## src/rtl/sdram_cmd_mon.sv

```systemverilog
// SDRAM command-bus monitor.
// Decodes {cs_n,ras_n,cas_n,we_n}/ba/addr, tracks which banks are open, and
// flags tRP, tRFC and tRCD spacing errors, refresh or activate hazards on open
// banks, and late refreshes.
// Each violation is reported as a one-cycle strobe and as a sticky flag.
module sdram_cmd_mon #(
  parameter int TRP_CLK     = 2,
  parameter int TRFC_CLK    = 7,
  parameter int TRCD_CLK    = 2,
  parameter int REF_MAX_CLK = 1562
) (
  input  logic        sys_clk,
  input  logic        sys_rst_n,
  input  logic        init_end,
  input  logic [3:0]  cmd,
  input  logic [1:0]  ba,
  input  logic [12:0] addr,
  input  logic        err_clr,
  output logic [5:0]  err_pulse,
  output logic [5:0]  err_sticky,
  output logic [15:0] ref_cnt,
  output logic [3:0]  bank_open,
  output logic [1:0]  mon_state
);

  typedef enum logic [1:0] {
    MON_IDLE  = 2'd0,
    MON_READY = 2'd1,
    MON_TRP   = 2'd2,
    MON_TRFC  = 2'd3
  } mon_state_t;

  localparam logic [7:0]  TRP_LIM  = 8'(TRP_CLK);
  localparam logic [7:0]  TRFC_LIM = 8'(TRFC_CLK);
  localparam logic [3:0]  TRCD_LIM = 4'(TRCD_CLK);
  localparam logic [11:0] REF_LIM  = 12'(REF_MAX_CLK);

  mon_state_t  state_reg, state_next;
  logic [7:0]  gap_reg, gap_next;
  logic [3:0]  bank_open_reg, bank_open_next;
  logic [11:0] ref_gap_reg, ref_gap_next;
  logic        late_armed_reg, late_armed_next;
  logic [15:0] ref_cnt_reg, ref_cnt_next;
  logic [5:0]  err_pulse_reg, err_next;
  logic [5:0]  err_sticky_reg;
  logic [2:0]  trcd_reg [4];

  logic is_pre, is_ar, is_act, is_rd, is_wr, is_lmr, is_timed;
  logic [3:0] trcd_elapsed;

  // Only A10 is meaningful to the monitor; the remaining address bits are
  // folded here so they are visibly accounted for.
  logic unused_addr_bits;
  assign unused_addr_bits = ^{addr[12:11], addr[9:0]};

  // Command decode; cs_n high, NOP and BURST_STOP leave every strobe low.
  always_comb begin
    is_pre = 1'b0;
    is_ar  = 1'b0;
    is_act = 1'b0;
    is_rd  = 1'b0;
    is_wr  = 1'b0;
    is_lmr = 1'b0;
    if (!cmd[3]) begin
      case (cmd[2:0])
        3'b010:  is_pre = 1'b1;
        3'b001:  is_ar  = 1'b1;
        3'b011:  is_act = 1'b1;
        3'b101:  is_rd  = 1'b1;
        3'b100:  is_wr  = 1'b1;
        3'b000:  is_lmr = 1'b1;
        default: ;
      endcase
    end
  end

  // Any command other than NOP/BURST_STOP counts against the tRP/tRFC windows.
  assign is_timed = is_pre | is_ar | is_act | is_rd | is_wr | is_lmr;

  // The counter is zeroed by the register update that follows ACTIVE.
  // Counter value + 1 is therefore the number of cycles since ACTIVE, where the
  // ACTIVE cycle itself counts as 0.
  assign trcd_elapsed = {1'b0, trcd_reg[ba]} + 4'd1;

  // Next-state, bank tracking, refresh interval and violation decode.
  always_comb begin
    state_next      = state_reg;
    gap_next        = gap_reg;
    bank_open_next  = bank_open_reg;
    ref_gap_next    = ref_gap_reg;
    late_armed_next = late_armed_reg;
    ref_cnt_next    = ref_cnt_reg;
    err_next        = '0;

    if (state_reg == MON_IDLE) begin
      // Nothing is tracked before init completes. The command sampled in the
      // same cycle as init_end is ignored.
      gap_next       = '0;
      bank_open_next = '0;
      ref_gap_next   = '0;
      if (init_end) begin
        state_next = MON_READY;
      end
    end else begin
      // Timing windows: count idle cycles, flag early commands.
      case (state_reg)
        MON_TRP: begin
          if (!is_timed) begin
            gap_next = (gap_reg == 8'hFF) ? gap_reg : gap_reg + 8'd1;
            if (gap_reg >= TRP_LIM - 8'd1) begin
              state_next = MON_READY;
            end
          end else if (gap_reg < TRP_LIM) begin
            err_next[0] = 1'b1;
          end
        end
        MON_TRFC: begin
          if (!is_timed) begin
            gap_next = (gap_reg == 8'hFF) ? gap_reg : gap_reg + 8'd1;
            if (gap_reg >= TRFC_LIM - 8'd1) begin
              state_next = MON_READY;
            end
          end else if (gap_reg < TRFC_LIM) begin
            err_next[1] = 1'b1;
          end
        end
        default: ;
      endcase

      // A command is acted on as if the monitor were in MON_READY.
      // This also applies to a command that arrived too early.
      if (is_timed) begin
        state_next = MON_READY;
        gap_next   = '0;
        if (is_pre) begin
          state_next = MON_TRP;
          gap_next   = 8'd1;
        end
        if (is_ar) begin
          state_next = MON_TRFC;
          gap_next   = 8'd1;
        end
      end

      if (is_act) begin
        err_next[4]        = bank_open_reg[ba];
        bank_open_next[ba] = 1'b1;
      end

      if (is_pre) begin
        if (addr[10]) begin
          bank_open_next = '0;
        end else begin
          bank_open_next[ba] = 1'b0;
        end
      end

      if (is_rd || is_wr) begin
        if (!bank_open_reg[ba] || (trcd_elapsed < TRCD_LIM)) begin
          err_next[2] = 1'b1;
        end
      end

      // Refresh interval. The late flag fires once, on the cycle the gap
      // counter reaches the limit, and re-arms only on the next refresh.
      if (is_ar) begin
        err_next[3]     = |bank_open_reg;
        ref_cnt_next    = ref_cnt_reg + 16'd1;
        ref_gap_next    = '0;
        late_armed_next = 1'b1;
      end else begin
        if (ref_gap_reg != 12'hFFF) begin
          ref_gap_next = ref_gap_reg + 12'd1;
        end
        if (late_armed_reg && (ref_gap_next == REF_LIM)) begin
          err_next[5]     = 1'b1;
          late_armed_next = 1'b0;
        end
      end
    end
  end

  // Monitor state register.
  always_ff @(posedge sys_clk or negedge sys_rst_n) begin
    if (!sys_rst_n) begin
      state_reg <= MON_IDLE;
    end else begin
      state_reg <= state_next;
    end
  end

  // Gap counter, bank flags, refresh tracking and error reporting registers.
  always_ff @(posedge sys_clk or negedge sys_rst_n) begin
    if (!sys_rst_n) begin
      gap_reg        <= '0;
      bank_open_reg  <= '0;
      ref_gap_reg    <= '0;
      late_armed_reg <= 1'b0;
      ref_cnt_reg    <= '0;
      err_pulse_reg  <= '0;
      err_sticky_reg <= '0;
    end else begin
      gap_reg        <= gap_next;
      bank_open_reg  <= bank_open_next;
      ref_gap_reg    <= ref_gap_next;
      late_armed_reg <= late_armed_next;
      ref_cnt_reg    <= ref_cnt_next;
      err_pulse_reg  <= err_next;
      // A new pulse takes priority over a clear in the same cycle.
      err_sticky_reg <= (err_sticky_reg & ~{6{err_clr}}) | err_pulse_reg;
    end
  end

  // Per-bank tRCD counters.
  // Each counter restarts on ACTIVE to its bank and otherwise counts up,
  // saturating at 7.
  for (genvar gi = 0; gi < 4; gi++) begin : g_trcd
    always_ff @(posedge sys_clk or negedge sys_rst_n) begin
      if (!sys_rst_n) begin
        trcd_reg[gi] <= '0;
      end else if ((state_reg != MON_IDLE) && is_act && (ba == 2'(gi))) begin
        trcd_reg[gi] <= '0;
      end else if (trcd_reg[gi] != 3'd7) begin
        trcd_reg[gi] <= trcd_reg[gi] + 3'd1;
      end
    end
  end

  assign err_pulse  = err_pulse_reg;
  assign err_sticky = err_sticky_reg;
  assign ref_cnt    = ref_cnt_reg;
  assign bank_open  = bank_open_reg;
  assign mon_state  = state_reg;

endmodule

```

## config.mk

```make
export PLATFORM = sky130hd
export DESIGN_NAME = sdram_cmd_mon
export DESIGN_NICKNAME = d
export VERILOG_FILES = /design/src/rtl/sdram_cmd_mon.sv
export SDC_FILE = /design/constraint.sdc
export NUM_CORES = 1
export LEC_CHECK = 0
export BUFFER_PORTS_ARGS = -buffer_cell sky130_fd_sc_hd__buf_2
export CAP_MARGIN = 0
export CORE_MARGIN = 3
export CORE_UTILIZATION = 30
export DETAILED_ROUTE_END_ITERATION = 10
export GPL_TIMING_DRIVEN = 0
export PLACE_DENSITY = 0.58
export SLEW_MARGIN = 20
export SYNTH_ARGS = -nofsm -noshare
export SYNTH_HDL_FRONTEND = slang
export SYNTH_SLANG_ARGS = --single-unit
```

## constraint.sdc

```tcl
create_clock -name sys_clk -period 1.8 [get_ports sys_clk]
set_input_delay 0.18 -clock sys_clk [delete_from_list [all_inputs] [get_ports sys_clk]]
set_output_delay 0.18 -clock sys_clk [all_outputs]
set_load 0.01 [all_outputs]
```

---- After elaboration in Yosys (flattened, before gate mapping) ----
Cells that the tools add are included.
word-level totals
  output and inout port bits .............. 34
  word-level logic and storage cells ...... 155
  bits in latches ......................... 0
  register bits after elaboration ......... 67
  memories kept ........................... 0
  bits in read-only memories .............. 0
  memory bits (writable) .................. 0
  bits of input ports ..................... 23
cells by class
  mux-type cells .......................... 66
  multiply operators ...................... 0
  shifts and indexed selects .............. 0
  add/sub/neg operators ................... 8
  magnitude comparators ................... 8
  divide/modulo/power cells ............... 0
  eq/ne operators ......................... 21
  reduce and logical (&&, ||, !) cells .... 27
  bitwise operators ....................... 13
operators with widths
  kind                                                         number
  2-to-1 mux 12 bit                                            5
  2-to-1 mux 8 bit                                             5
  2-to-1 mux 3 bit                                             10
  2-to-1 mux 1 bit                                             29
  2-to-1 mux 4 bit                                             5
  adder 16 x 1 -> 16 bit (second input constant)               1
  inequality test 3 bit (second input constant)                5
  2-to-1 mux 2 bit                                             7
  adder 12 x 1 -> 12 bit (second input constant)               1
  adder 3 x 1 -> 3 bit (second input constant)                 4
  equality test 12 x 11 -> 1 bit (second input constant)       1
  inequality test 12 bit (second input constant)               1
  nonzero test 2 bit                                           6
  adder 8 x 1 -> 8 bit (second input constant)                 1
  equality test 2 bit (second input constant)                  4
  equality test 8 bit (second input constant)                  1
  >= comparator 8 x 1 -> 1 bit (second input constant)         1
  >= comparator 8 x 3 -> 1 bit (second input constant)         1
  less-than comparator 8 x 2 -> 1 bit (second input constant)  1
  less-than comparator 8 x 3 -> 1 bit (second input constant)  1
  inequality test 4 bit (second input constant)                2
  logical AND 1 bit                                            7
  bitwise AND 6 bit                                            1
  binary-select mux 3 bit (select 2 bit)                       1
  other kinds (32)                                             42

---- Longest topological paths before layout ----
  depth in word-level cells ............... 11
  mapped depth ............................ 7
  mapped depth without buffers ............ 7

---- Worst setup path after synthesis ----
Ideal clock, no wire load.
  path kind ............................... reg2reg
  start ................................... reg ref_gap_reg[0]
  end ..................................... reg late_armed_reg
  required time ........................... 1.674 ns
  setup time .............................. 0.126 ns
  arrival ................................. 1.825 ns
  stages on the path, launching flop included .. 8
  buffers on the path ..................... 1
  path slack .............................. -0.151 ns
  clock period less this slack ............ 1.951 ns
  cells stage by stage .................... dfrtp_1 > ha_1 > and3_1 > buf_2 > a31oi_1 > a31oi_1 > o31a_1 > o32a_1
on the way
  word-level cells in the longest chain between the ends .. 8
  elaborated cells between the ends (all ways) .. 9
  classes of those cells .................. 1 x add/sub; 2 x eq/ne; 3 x mux; 3 x reduce/logical
RTL lines
  what                                                                     line      text
  start, declared                                                          41        logic [11:0] ref_gap_reg, ref_gap_next;
  start signal, assigned                                                   205       ref_gap_reg <= ref_gap_next;
  adder 12 x 1 -> 12 bit / inequality test 12 bit (equally long branches)  173, 172
  2-to-1 mux 12 bit *                                                      172       if (ref_gap_reg != 12'hFFF) begin
  2-to-1 mux 12 bit *                                                      166       if (is_ar) begin
  2-to-1 mux 12 bit *                                                      95        if (state_reg == MON_IDLE) begin
  equality test 12 x 11 -> 1 bit *                                         175       if (late_armed_reg && (ref_gap_next == REF_LIM)) begin
  logical AND 1 bit *                                                      175
  nonzero test 2 bit (no line) *                                           n/a
  AND reduction 2 bit (no line) *                                          n/a
  end signal, assigned                                                     206       late_armed_reg <= late_armed_next;
  end, declared                                                            42        logic late_armed_reg, late_armed_next;
Mark *: on every way between the ends. The rest lies on a longest branch, timed or not. The select of a mux whose other input is x is not followed.
A chain may end at the register's enable or synchronous reset.

---- Worst setup path after layout ----
  start ................................... reg ref_gap_reg[1]
  end ..................................... reg late_armed_reg
The elaborated chain is that of the path after synthesis.

==> metrics.cfg <==
[clock_tree]
root_buffer = clkbuf_16
cts_buffers = 9
clk_pin_slew_ns = 0.05
cts.sinks = 67
htreeDepth = 3
cts_max_path_buffers = 2
clk_latency_ns = 0.33
cts_tree = yes

[sta]
min_period_ns = 1.76
drv_slew = 0
clock_skew_ns = 0.00738
fmax_mhz = 568
final_hold_viol_count = 0
setup_viol = 0
worst_pin_slew_ns = 0.693
slew_headroom = 0.532
layout_worst_path_cycle_share = 0.978
rsz0062_at_grt = yes
worst_hold_slack_ns = 0.182

[yosys]
ys_types = 60
synthesis.area_um2 = 3460
ys_seq_area_frac = 0.484
yosysMostFrequentCell = dfrtp_1
syn_avg_cell_area_um2 = 10.8
ys.warnings.count = 0
netlist.area_leader.share = 0.484
yosysTopAreaCell = dfrtp_1
syn-num-nets = 357
synthTopCellsByCount = dfrtp_1 (67), nor2_1 (32), nand2_1 (23)
syn_inst = 320
synth.area.top_cells = dfrtp_1 (48%), ha_1 (5.1%), nor2_1 (3.5%)
async_flop_share = 1.00
ys_ff_latch = 67
synth_edf_count = 0
synthFlopType = dfrtp_1

[final_layout]
n_antenna_cell = 0
largest_reg_flops = 16
finalNetCount = 427
multi_input_area_um2 = 1850
area_growth_syn_to_layout_pct = 30.1
drive_gt1_frac = 0.322
final-seq-area_um2 = 1690
fillCellCount = 1039
fin_util = 0.407

[worst_setup_path]
crit_slowest_cell = dfrtp_2
critPathRequiredTime_ns = 2.01
slowest_delay_ns = 0.42
cp_top_family = compound AO/OA/AOI/OAI gates
worstSetupPathType = register to register
cp-start-kind = register
path_max_fanout = 4
arrival_ns = 1.97
worstSetupEndpointType = register
worst-path-buf-inv = 1
path_cells = ha_4, and3_4, buf_12, o32ai_1, a31oi_1, o32a_1

[placement]
hpwl_um = 5560
place_congestion = 0.803
io_buffers = 42

[route]
post_drt_via_cell_ratio = 5.10
first_pass_iters = 4
routed_wl_um = 7870
drc = 0
vias = 2726
drtAntennaViolNets = 0
wire_per_inst_um = 14.7
drtIter0Drc = 161

[global_route]
track_usage = 0.129
antenna_found_initial = 0
grt_max_degree = 47
grt_overflow = 0
grt_pass1_wl_um = 13100
grt_pass1_vias = 2633

[floorplan]
die_y_um = 113
pin_count = 57
initial_core_util = 0.313
core_um2 = 11100
fp-row-count = 38
die-area_um2 = 12900
die_w_um = 113

[outcome]
status = finished clean

[pwr]
combPwrFrac = 0.290
p_sw_mw = 1.76
p_per_area_nw_per_um2 = 1250
internal_power_mw = 3.88
p_clk_frac = 0.332
p_leak_nw = 2.10
p_sw_frac = 0.312
seq_power_share = 0.379
peakVddDrop_v = 0.000649

[job]
drv_cap = 0

[min_path]
hp-class = input pin to register

==> final cells by class <==
| type | count | area share |
|---|---|---|
| Clock buffer | 12 | 0.0547 |
| Multi-Input combinational cell | 235 | 0.410 |
| Sequential cell | 67 | 0.374 |
| Inverter | 6 | 0.00500 |
| Timing Repair Buffer | 62 | 0.0883 |
| Tap cell | 140 | 0.0389 |
| Buffer | 9 | 0.0125 |
| Clock inverter | 4 | 0.0164 |
==> power by group through the flow <==
stage          clock, mW  sequential, mW  combinational [mW]
2_1_floorplan          0            2.11                1.06
3_3_place_gp           0            2.16                1.35
3_5_place_dp           0            2.17                1.44
4_1_cts             1.92            2.13                1.54
5_1_grt             2.00            2.18                1.87
6_report            1.87            2.13                1.63
==> repair_timing <==
item	CTS	global route
hold buffers	1	0
setup endpoints to repair	15	25
buffers inserted	5	13
pin swaps	7	11
resized for setup	9	23
endpoints found under the hold margin	21	0
==> stage by stage <==
stage	TNS (ns)	cell area [µm²]	power (mW)	setup slack (ns)	instances
final	0	4510	5.64	0.0399	535
after detailed placement	-1.62	3920	3.61	-0.197	503
after global placement	-0.758	3890	3.51	-0.134	502
after global routing	-0.0802	4510	6.05	-0.0676	535
after CTS	0	4310	5.59	0.00894	523
after floorplan	0	3510	3.18	0.00673	320
==> worst paths after layout <==
| path | startpoint | endpoint | slack [ns] | cells past startpoint |
|---|---|---|---|---|
| worst max-delay path | ref_gap_reg[1] | late_armed_reg | 0.04 | 6 |
| worst min-delay path | init_end | mon_state[0] | 0.18 | 3 |
| worst max register to register | ref_gap_reg[1] | late_armed_reg | 0.04 | 6 |
| worst min register to register | err_pulse[4] | err_sticky[4] | 0.45 | 1 |
| max in group asynchronous | sys_rst_n | ref_gap_reg[0] | 0.95 | 3 |
| min in group asynchronous | sys_rst_n | gap_reg[3] | 0.30 | 2 |
==> worst min-delay path, cell delays in order <==
cell	delay [ns]
buf_2	0.08
a21oi_1	0.06
a21oi_1	0.14
==> cells by family after synthesis <==
group / count (synthesis) / share of synthesized area
multiplexers: 15 / 0.0582
AND/OR/NAND/NOR: 123 / 0.199
buffers and inverters: 18 / 0.0246
XOR/XNOR: 26 / 0.0658
AO/OA/AOI/OAI: 57 / 0.117
adder cells (fa/ha/maj): 14 / 0.0506
flip-flops: 67 / 0.484
==> routing by layer <==
layer	wire [µm]	vias to the layer above	GRT usage
met5	0	-	0
met4	194	0	0.0665
met3	418	14	0.0382
met2	3860	64	0.203
met1	3400	1339	0.160
li1	-	1309	-
==> cell usage in the layout (no fill, tap or decap), types with 3 or more instances in the layout <==
master     count
nand2_1       21
inv_1          6
nand3_1        8
o21ai_0        6
and3_1        10
xor2_1        13
nor2b_1        3
ha_1          12
mux4_2         4
nand4_1        5
dfrtp_2        8
a21oi_1       12
nor3_1         8
o211ai_1       5
and4_1         3
nor2_1        29
a21o_1         7
and2_1         3
a31oi_1        3
xnor2_1       13
nand2b_1       3
buf_2         43
clkbuf_16      9
a22oi_1        4
o31ai_2        3
mux2i_1       10
dfrtp_1       59
buf_4         18
clkbuf_1       5
Note: power is estimated with default switching activity, not from simulation.
